## config.mk

```make
export PLATFORM = sky130hd
export DESIGN_NAME = mux8_arbiter_flat
export DESIGN_NICKNAME = d
export VERILOG_FILES = /design/src/rtl/mux8_arbiter_if.sv /design/src/rtl/mux8_arbiter.sv /design/src/flat_wrapper.sv
export SDC_FILE = /design/constraint.sdc
export NUM_CORES = 1
export LEC_CHECK = 0
export ABC_AREA = 1
export CELL_PAD_IN_SITES_DETAIL_PLACEMENT = 1
export CELL_PAD_IN_SITES_GLOBAL_PLACEMENT = 1
export CORE_ASPECT_RATIO = 0.7
export CORE_MARGIN = 3
export CORE_UTILIZATION = 44
export CTS_CLUSTER_SIZE = 20
export DETAILED_ROUTE_END_ITERATION = 7
export DONT_BUFFER_PORTS = 1
export HOLD_SLACK_MARGIN = 0.02
export MAX_ROUTING_LAYER = met4
export PLACE_DENSITY = 0.89
export SLEW_MARGIN = 20
export SYNTH_ARGS = -nofsm -noshare
export SYNTH_HDL_FRONTEND = slang
export SYNTH_SLANG_ARGS = --single-unit
```

## constraint.sdc

```tcl
create_clock -name clk -period 3.5 [get_ports clk]
set_input_delay 0.35 -clock clk [delete_from_list [all_inputs] [get_ports clk]]
set_output_delay 0.35 -clock clk [all_outputs]
set_load 0.03 [all_outputs]
```

## src/rtl/mux8_arbiter_if.sv

```systemverilog
// mux8_arbiter_if: requester/grant bundle between the eight requesters and the
// round-robin arbiter.
//   req     : request per requester (bit i = requester i)
//   done    : current owner finished (only looked at while busy)
//   gnt     : one-hot grant, zero when idle
//   sel     : index of the granted requester (mux select)
//   busy    : a grant is active
//   preempt : one-cycle pulse, previous owner forced off by the hold limit
interface mux8_arbiter_if;
  logic [7:0] req;
  logic       done;
  logic [7:0] gnt;
  logic [2:0] sel;
  logic       busy;
  logic       preempt;

  modport master (output req, done, input gnt, sel, busy, preempt);
  modport slave  (input req, done, output gnt, sel, busy, preempt);
endinterface

```

## src/rtl/mux8_arbiter.sv

```systemverilog
// mux8_arbiter: round-robin arbiter for one shared 8-input resource. Produces a
// registered one-hot grant and the matching 3-bit mux select. The owner keeps
// the grant until done, until it drops its request, or (MAX_HOLD != 0) until
// it has held the resource MAX_HOLD cycles while someone else is waiting.
//   clk   : clock, rising edge
//   rst_n : synchronous active-low reset
//   bus   : slave side of mux8_arbiter_if (req/done in; gnt/sel/busy/preempt out)
module mux8_arbiter #(
  parameter int MAX_HOLD = 16
) (
  input  logic           clk,
  input  logic           rst_n,
  mux8_arbiter_if.slave  bus
);

  localparam bit         HOLD_EN   = (MAX_HOLD != 0);
  localparam logic [7:0] HOLD_LAST = (MAX_HOLD == 0) ? 8'd0 : 8'(MAX_HOLD - 1);

  typedef enum logic {S_IDLE, S_GRANT} state_t;

  state_t     r_state, w_state_nxt;
  logic [7:0] r_gnt,   w_gnt_nxt;
  logic [2:0] r_sel,   w_sel_nxt;
  logic [2:0] r_ptr,   w_ptr_nxt;
  logic [7:0] r_hcnt,  w_hcnt_nxt;
  logic       r_pre,   w_pre_nxt;

  logic [7:0] w_cand;
  logic       w_found;
  logic [2:0] w_win;
  logic       w_rel_a, w_rel_b, w_rel_c;

  // While granted, the owner is masked out so a release hands over to someone
  // else; in idle every requester competes.
  assign w_cand = (r_state == S_GRANT) ? (bus.req & ~(8'd1 << r_sel)) : bus.req;

  // First set bit scanning ptr, ptr+1, ... (mod 8). Iterating k downwards lets
  // the lowest offset overwrite later, so it wins.
  always_comb begin
    logic [2:0] idx;
    w_found = 1'b0;
    w_win   = r_ptr;
    for (int k = 7; k >= 0; k--) begin
      idx = r_ptr + 3'(k);
      if (w_cand[idx]) begin
        w_found = 1'b1;
        w_win   = idx;
      end
    end
  end

  assign w_rel_a = bus.done;
  assign w_rel_b = ~bus.req[r_sel];
  assign w_rel_c = HOLD_EN && (r_hcnt == HOLD_LAST) && (w_cand != 8'd0);

  always_comb begin
    w_state_nxt = r_state;
    w_gnt_nxt   = r_gnt;
    w_sel_nxt   = r_sel;
    w_ptr_nxt   = r_ptr;
    w_hcnt_nxt  = r_hcnt;
    w_pre_nxt   = 1'b0;
    case (r_state)
      S_IDLE: begin
        w_gnt_nxt = 8'd0;
        if (w_found) begin
          w_state_nxt = S_GRANT;
          w_gnt_nxt   = 8'd1 << w_win;
          w_sel_nxt   = w_win;
          w_ptr_nxt   = w_win + 3'd1;
          w_hcnt_nxt  = 8'd0;
        end
      end
      S_GRANT: begin
        if (w_rel_a || w_rel_b || w_rel_c) begin
          if (w_found) begin
            w_gnt_nxt  = 8'd1 << w_win;
            w_sel_nxt  = w_win;
            w_ptr_nxt  = w_win + 3'd1;
            w_hcnt_nxt = 8'd0;
            // Only a pure hold-limit release counts as a preemption.
            w_pre_nxt  = w_rel_c && !w_rel_a && !w_rel_b;
          end else begin
            w_state_nxt = S_IDLE;
            w_gnt_nxt   = 8'd0;
          end
        end else if (r_hcnt != 8'hFF) begin
          w_hcnt_nxt = r_hcnt + 8'd1;
        end
      end
      default: begin
        w_state_nxt = S_IDLE;
        w_gnt_nxt   = 8'd0;
      end
    endcase
  end

  always_ff @(posedge clk) begin
    if (!rst_n) begin
      r_state <= S_IDLE;
      r_gnt   <= 8'd0;
      r_sel   <= 3'd0;
      r_ptr   <= 3'd0;
      r_hcnt  <= 8'd0;
      r_pre   <= 1'b0;
    end else begin
      r_state <= w_state_nxt;
      r_gnt   <= w_gnt_nxt;
      r_sel   <= w_sel_nxt;
      r_ptr   <= w_ptr_nxt;
      r_hcnt  <= w_hcnt_nxt;
      r_pre   <= w_pre_nxt;
    end
  end

  assign bus.gnt     = r_gnt;
  assign bus.sel     = r_sel;
  assign bus.busy    = (r_state == S_GRANT);
  assign bus.preempt = r_pre;

endmodule

```

## src/flat_wrapper.sv

```systemverilog
// flat-port wrapper written by rule: the top's interface ports become plain ports
module mux8_arbiter_flat 
#(
  parameter int MAX_HOLD = 16
)
  (clk, rst_n, bus_req, bus_done, bus_gnt, bus_sel, bus_busy, bus_preempt);
  mux8_arbiter_if bus_i ();
  input  logic clk;
  input  logic rst_n;
  input wire logic [$bits(bus_i.req)-1:0] bus_req;
  input wire logic [$bits(bus_i.done)-1:0] bus_done;
  output wire logic [$bits(bus_i.gnt)-1:0] bus_gnt;
  output wire logic [$bits(bus_i.sel)-1:0] bus_sel;
  output wire logic [$bits(bus_i.busy)-1:0] bus_busy;
  output wire logic [$bits(bus_i.preempt)-1:0] bus_preempt;
  assign bus_i.req = bus_req;
  assign bus_i.done = bus_done;
  assign bus_gnt = bus_i.gnt;
  assign bus_sel = bus_i.sel;
  assign bus_busy = bus_i.busy;
  assign bus_preempt = bus_i.preempt;
  mux8_arbiter #(.MAX_HOLD(MAX_HOLD)) u_core (.clk(clk), .rst_n(rst_n), .bus(bus_i));
endmodule
```

======== After elaboration in Yosys (flattened, before gate mapping) ========
Cells that the tools add are included.
Widths: inputs -> output; s select.
word-level totals
  register bits after elaboration ......... 24
  input port bits ......................... 11
  logic and storage cells ................. 93
  output and inout port bits .............. 13
operators by class
  mux-type cells .......................... 51
  reduce and logical (&&, ||, !) cells .... 8
  $lt $le $gt $ge ......................... 9
  add/sub/neg operators ................... 9
  equality and inequality tests ........... 4
  shifts and indexed selects .............. 2
  bitwise operators ....................... 4
operator list
  kind                 number
  $mux 8               6
  $lt 3x4->1 const B   9
  $mux 3               12
  $pmux 8 s2           2
  $bmux 1 s3           9
  $mux 1               19
  $shl 1x3->8 const A  2
  $add 3x3->3 const B  4
  $pmux 3 s2           2
  $add 8x1->8 const B  1
  $and 8x8->8          1
  $eq 8x4->1 const B   1
  $ne 8x8->1 const B   1
  $not 8->8            1
  $reduce_bool 8->1    1
  $add 3x1->3 const B  2
  $add 3x2->3 const B  2
  $reduce_and 4->1     1
  $logic_and 1x1->1    3
  $ne 3x3->1 const B   1
  $logic_or 1x1->1     2
  $ne 2x2->1 const B   1
  $not 1->1            2
  $pmux 1 s2           1
  $logic_not 1->1      1

======== Longest topological paths before layout ========
Gate-level depths: netlist (run 1).
  depth in word-level cells ............... 18
  mapped depth ............................ 23
  mapped depth without buffers ............ 22

======== Worst setup path after synthesis (run 1) ========
Ideal clock, no wire load.
  path kind ............................... register to register
  start point ............................. register u_core.r_ptr[1]
  end point ............................... register u_core.r_ptr[2]
  slack ................................... 0.823 ns
  buffers on the path ..................... 2
  setup time .............................. 0.119 ns
  cell stages (with the launch flop) ...... 23
  data arrival time ....................... 2.558 ns
  path through ............................ dfxtp_1 buf_2 clkinv_1 ha_1 buf_2 inv_1 nand3_1 nand3_1 nand2_1 nand2_1 nand2_1 nand2_1 nand2_1 nand2_1 nand2_2 nand2_1 nand2_1 nand2_2 inv_4 nor2_4 ha_1 o21ai_0 a21oi_1
between the ends
  cells in the longest elaborated chain, start to end .. 15
  elaborated cells between the ends (all ways) .. 43
  those cells by class .................... 8 x add/sub; 35 x mux
ends and longest elaborated chain
  item                          line                                    text
  start: declaration            mux8_arbiter.sv:24                      logic [2:0] r_ptr, w_ptr_nxt;
  start signal: assignment      mux8_arbiter.sv:110                     r_ptr <= w_ptr_nxt;
  $add 3x3->3                   mux8_arbiter.sv:44                      idx = r_ptr + 3'(k);
  $bmux 1 s3                    mux8_arbiter.sv:45                      if (w_cand[idx]) begin
  $mux 1 (implied by the code)  mux8_arbiter.sv:45
  $mux 3 (7 in a row)           mux8_arbiter.sv:45
  $mux 3 *                      mux8_arbiter.sv:45
  via u_core.w_win[0]           mux8_arbiter.sv:30                      logic [2:0] w_win;
  $add 3x1->3 *                 mux8_arbiter.sv:70, mux8_arbiter.sv:79
  $mux 3 *                      mux8_arbiter.sv:66, mux8_arbiter.sv:76
  $mux 3                        mux8_arbiter.sv:75                      if (w_rel_a || w_rel_b || w_rel_c) begin
  $pmux 3 s2 *                  mux8_arbiter.sv:63                      case (r_state)
The timed path passes the listed nets; every way through them passes the cells marked *. The select of a mux whose other input is x is not followed.
A chain may end at the register's enable or synchronous reset.

======== Worst setup path after layout (run 1) ========
  start point ............................. register u_core.r_sel[0] (netlist: u_core.bus.sel[0])
  end point ............................... register u_core.r_ptr[2]
between the ends
  cells in the longest elaborated chain, start to end .. 18
  elaborated cells between the ends (all ways) .. 48
  those cells by class .................... 1 x add/sub; 1 x eq/ne; 1 x shift; 38 x mux; 3 x bitwise; 4 x reduce/logical
ends and longest elaborated chain
  item                          line                                    text
  start: declaration            mux8_arbiter.sv:23                      logic [2:0] r_sel, w_sel_nxt;
  start signal: assignment      mux8_arbiter.sv:109                     r_sel <= w_sel_nxt;
  $shl 1x3->8 *                 mux8_arbiter.sv:35                      assign w_cand = (r_state == S_GRANT) ? (bus.req & ~(8'd1 << r_sel)) : bus.req;
  $not 8->8 *                   mux8_arbiter.sv:35
  $and 8x8->8 *                 mux8_arbiter.sv:35
  $mux 8 *                      mux8_arbiter.sv:35
  $bmux 1 s3                    mux8_arbiter.sv:45
  $mux 1 (implied by the code)  mux8_arbiter.sv:45
  $mux 3 (7 in a row)           mux8_arbiter.sv:45
  $mux 3 *                      mux8_arbiter.sv:45
  via u_core.w_win[0]           mux8_arbiter.sv:30
  $add 3x1->3 *                 mux8_arbiter.sv:70, mux8_arbiter.sv:79
  $mux 3 *                      mux8_arbiter.sv:66, mux8_arbiter.sv:76
  $mux 3                        mux8_arbiter.sv:75
  $pmux 3 s2 *                  mux8_arbiter.sv:63
Marked as above.

==> metrics.md, run 1 <==
| Metric | Value |
|---|---|
| First-pass GRT wire length | `10060 um` |
| Hold Slack | `0.1983 ns` |
| Sequential standard cell area | `480.5 um2` |
| Setup crit end kind | `flip-flop` |
| Post-CTS sizing | `0` |
| DR pass1 iterations | `4` |
| P&R area growth vs syn | `3.525%` |
| FF-to-FF Start | `u_core.bus.sel[0]` |
| Share of cells above drive strength 1 | `0.1242` |
| Vias per Instance | `5.690` |
| Leakage | `around 0.98 nW` |
| Fillers | `584` |
| Post-synthesis simple-gate area fraction | `0.4428` |
| Adder-Cell Fraction of Synth Area | `0.03711` |
| CTS Buf Count | `3` |
| Total power | `roughly 0.0024 W` |
| Synth unique cells | `34` |
| Critical Path RT | `3.66 ns` |
| Drt wl/cell | `15.57 um` |
| Setup crit start kind | `flip-flop` |
| Most frequent cell after synthesis | `nand2_1` |
| Net Count, Synth | `341` |
| Largest family of logic cells by synthesized area | `simple AND/OR/NAND/NOR gates` |
| Core ar. | `approximately 0.0042 mm2` |
| Sequential fraction of design power | `0.203` |
| Post-synthesis mux area share | `0` |
| Reg2reg end | `u_core.r_ptr[2]` |
| Crit Path Max Fanout | `9` |
| Post-route ant nets | `0` |
| DP Wirelength | `4647 um` |
| Sink Count | `24` |
| Max-slew violations | `0` |
| Fmax | `~340 MHz` |
| Status | `finished, final reports clean` |
| Slowest stage delay, CP | `~0.76 ns` |
| Post-route setup TNS | `0 ns` |
| Clk pwr share | `0.077` |
| Hold path depth | `2` |
| Maximum buffer depth of the clock tree | `2` |
| Synth warn | `0` |
| Hold Path Class | `in2reg` |
| Area of the multi-input gates | `~0.0013 mm2` |
| Slew HR | `0.5487` |
| Tcrit/Tclk final | `0.8524` |
| Clk Latency, worst-skew pair | `0.27 ns` |
| RD Place Congestion | `0.9237` |
| Final Skew | `about 0.0048 ns` |
| # Post-CTS Setup Buffers | `0` |
| Row count | `19` |
| Die H | `roughly 63 um` |
| Logic pwr share | `0.719` |
| Core Util, Final | `0.5035` |
| Total GRT Usage | `0.2275` |
| Worst R2R Path Depth | `21` |
| Die ar. | `0.005461 mm2` |
| Synth top area cells | `dfxtp_1 (24%), nand2_1 (15%), nand3_1 (14%)` |
| Initial Util | `0.4863` |
| Internal power | `0.001000 W` |
| Critical path, cell by cell | `inv_2 > nor2_2 > nand2_2 > nand3_1 > nand3_1 > nand3_1 > nand2_1 > nand2_1 > nand2_1 > nand2_1 > nand2_1 > nand2_1 > nand2_2 > nand2_1 > nand2_1 > nand2_2 > inv_4 > nor2_4 > ha_1 > o21ai_0 > a21oi_1` |
| Async set-reset flop share out of synthesis | `0` |
| Post-synth top area share | `0.2375` |
| Top cells by count, synth | `nand2_1 (82), nand3_1 (55), inv_1 (40)` |
| Post-route DRC violation count | `0` |
| Mean Syn Cell Area | `6.244 um2` |
| Fraction of synthesized cell area in xor and xnor cells | `0.02165` |
| Post-CTS Hold Buffers | `0` |
| Io pins | `24` |
| Root Buffer | `clkbuf_8` |
| Post-synthesis compound-gate area fraction | `0.1373` |
| Mapped Area | `just over 0.002 mm2` |
| Routed vias | `2128` |
| Ant diodes | `0` |
| Final wirelength | `5822 um` |
| Main synth FF type | `dfxtp_1` |
| Final hold viol count | `0` |
| Setup violators final | `0` |
| Most frequent CP cell | `nand2_1` |
| Initial antenna violation count | `0` |
| CP Class | `reg2reg` |
| Crit-path slowest cell | `dfxtp_1` |
| Pwr Density | `1149 mW/mm2` |
| Crit path DAT | `between 3 and 4 ns` |
| Hold Path Sink | `u_core.r_ptr[0]` |
| CTS tree | `done` |
| Switching Fraction | `0.5846` |
| HP Start | `rst_n` |
| EDFF count, synth | `0` |
| RSZ-0062 raised after global routing | `no` |
| Synth Instances | `324` |
| Max VDD drop | `0.5407 mV` |
| Htree depth | `1` |
| R2R Setup Slk | `between 0.5 and 0.6 ns` |
| Overflow after GRT | `0` |
| Worst-margin pin slew | `approximately 0.68 ns` |
| Largest net degree at the start of global routing | `18` |
| Post-synthesis sequential area ratio | `0.2375` |
| Initial drt markers | `146` |
| Final Critical Period | `approximately 3 ns` |
| NetSw | `roughly 0.0014 W` |
| # port buffers | `0` |
| Yosys reg bits | `24` |
| Final #Nets | `340` |
| Clk slew on worst S/H paths | `~0.080 ns` |
| Die width | `87.05 um` |
| Leading area contributor after synthesis | `dfxtp_1` |
| Number of global-route vias before repair | `2106` |
| # Max-Cap Violations | `0` |
per-stage QoR:
step                cell area [um2]  setup slack (ns)  std cells
global placement               2039            0.6293        370
CTS                            2095            0.5445        374
global route                   2095            0.2196        374
floorplan                      2023            0.8231        324
detailed placement             2039            0.5718        370
finish                         2095            0.5166        374
critical path: cells and delay by family (launching register included):
family / cells / cell delay [ns]
AO/OA/AOI/OAI: 2 / 0.23
AND/OR/NAND/NOR: 16 / 1.51
flip-flops: 1 / 0.76
adder cells (fa/ha/maj): 1 / 0.24
buffers and inverters: 2 / 0.12
routing by layer:
layer | track usage | vias to the layer above | routed length (um)
li1 | - | 1059 | -
met1 | 0.3318 | 1004 | 2985
met2 | 0.3419 | 63 | 2450
met3 | 0.03557 | 2 | 374
met4 | 0.01946 | 0 | 12
met5 | - | - | 0
worst max-delay path by stage:
| stage | start | end | slack [ns] |
|---|---|---|---|
| floorplan | u_core.r_ptr[1] | u_core.r_ptr[2] | 0.82 |
| global placement | u_core.bus.sel[0] | u_core.bus.gnt[2] | 0.63 |
| detailed placement | u_core.bus.sel[0] | u_core.r_ptr[2] | 0.57 |
| CTS | u_core.bus.sel[0] | u_core.r_ptr[2] | 0.54 |
| global route | u_core.bus.sel[0] | u_core.bus.gnt[2] | 0.22 |
| finish | u_core.bus.sel[0] | u_core.r_ptr[2] | 0.52 |
cell families (layout without fill, tap and decap cells):
family	Yosys count	count (layout)
adder cells (fa/ha/maj)	6	6
buffers and inverters	56	54
flip-flops	24	24
XOR/XNOR	5	5
AO/OA/AOI/OAI	49	49
AND/OR/NAND/NOR	184	184
power by group through the flow:
| stage | registers, W | clock network, W | logic [W] |
|---|---|---|---|
| 2_1_floorplan | 0.000462 | 0 | 0.00137 |
| 3_3_place_gp | 0.000494 | 0 | 0.00164 |
| 3_5_place_dp | 0.000497 | 0 | 0.00169 |
| 4_1_cts | 0.000490 | 0.000190 | 0.00172 |
| 5_1_grt | 0.000501 | 0.000203 | 0.00196 |
| 6_report | 0.000489 | 0.000186 | 0.00173 |
area by class of cell:
class                      instances  area share
multi-input combinational        244      0.6171
sequential                        24      0.2294
inverter                          47     0.08542
tap                               52     0.03106
clock buffer                       4     0.02628
timing repair buffer               3     0.01075
cells in the final DEF (no fill, tap or decap), drive strengths merged:
cell    Yosys  routed
o21ai      15      15
ha          6       6
nand3      58      58
clkbuf      1       4
a21oi      25      25
a221oi      1       1
nand4       4       4
nor4        1       1
o211ai      1       1
xor2        3       3
buf         8       3
inv        45      45
nor2       25      25
dfxtp      24      24
clkinv      2       2
nor3        3       3
a211oi      4       4
xnor2       2       2
a31oi       3       3
nand2      93      93
registers in the layout, indices dropped and copies added, names as in the netlist:
register,count
u_core.bus.gnt,8
u_core.bus.busy,1
u_core.r_ptr,3
u_core.bus.preempt,1
u_core.r_hcnt,8
u_core.bus.sel,3
No activity file was read; power rests on OpenSTA's default activity.
==> run 2: changes to the inputs <==
--- a/config.mk
+++ b/config.mk
@@ -11,6 +11,7 @@
 export CORE_ASPECT_RATIO = 0.7
 export CORE_MARGIN = 3
 export CORE_UTILIZATION = 44
+export CTS_CLUSTER_DIAMETER = 40
 export CTS_CLUSTER_SIZE = 20
 export DETAILED_ROUTE_END_ITERATION = 7
 export DONT_BUFFER_PORTS = 1
==> results of run 2 <==
The final DEF is identical to that of run 1; final timing and power are the same.
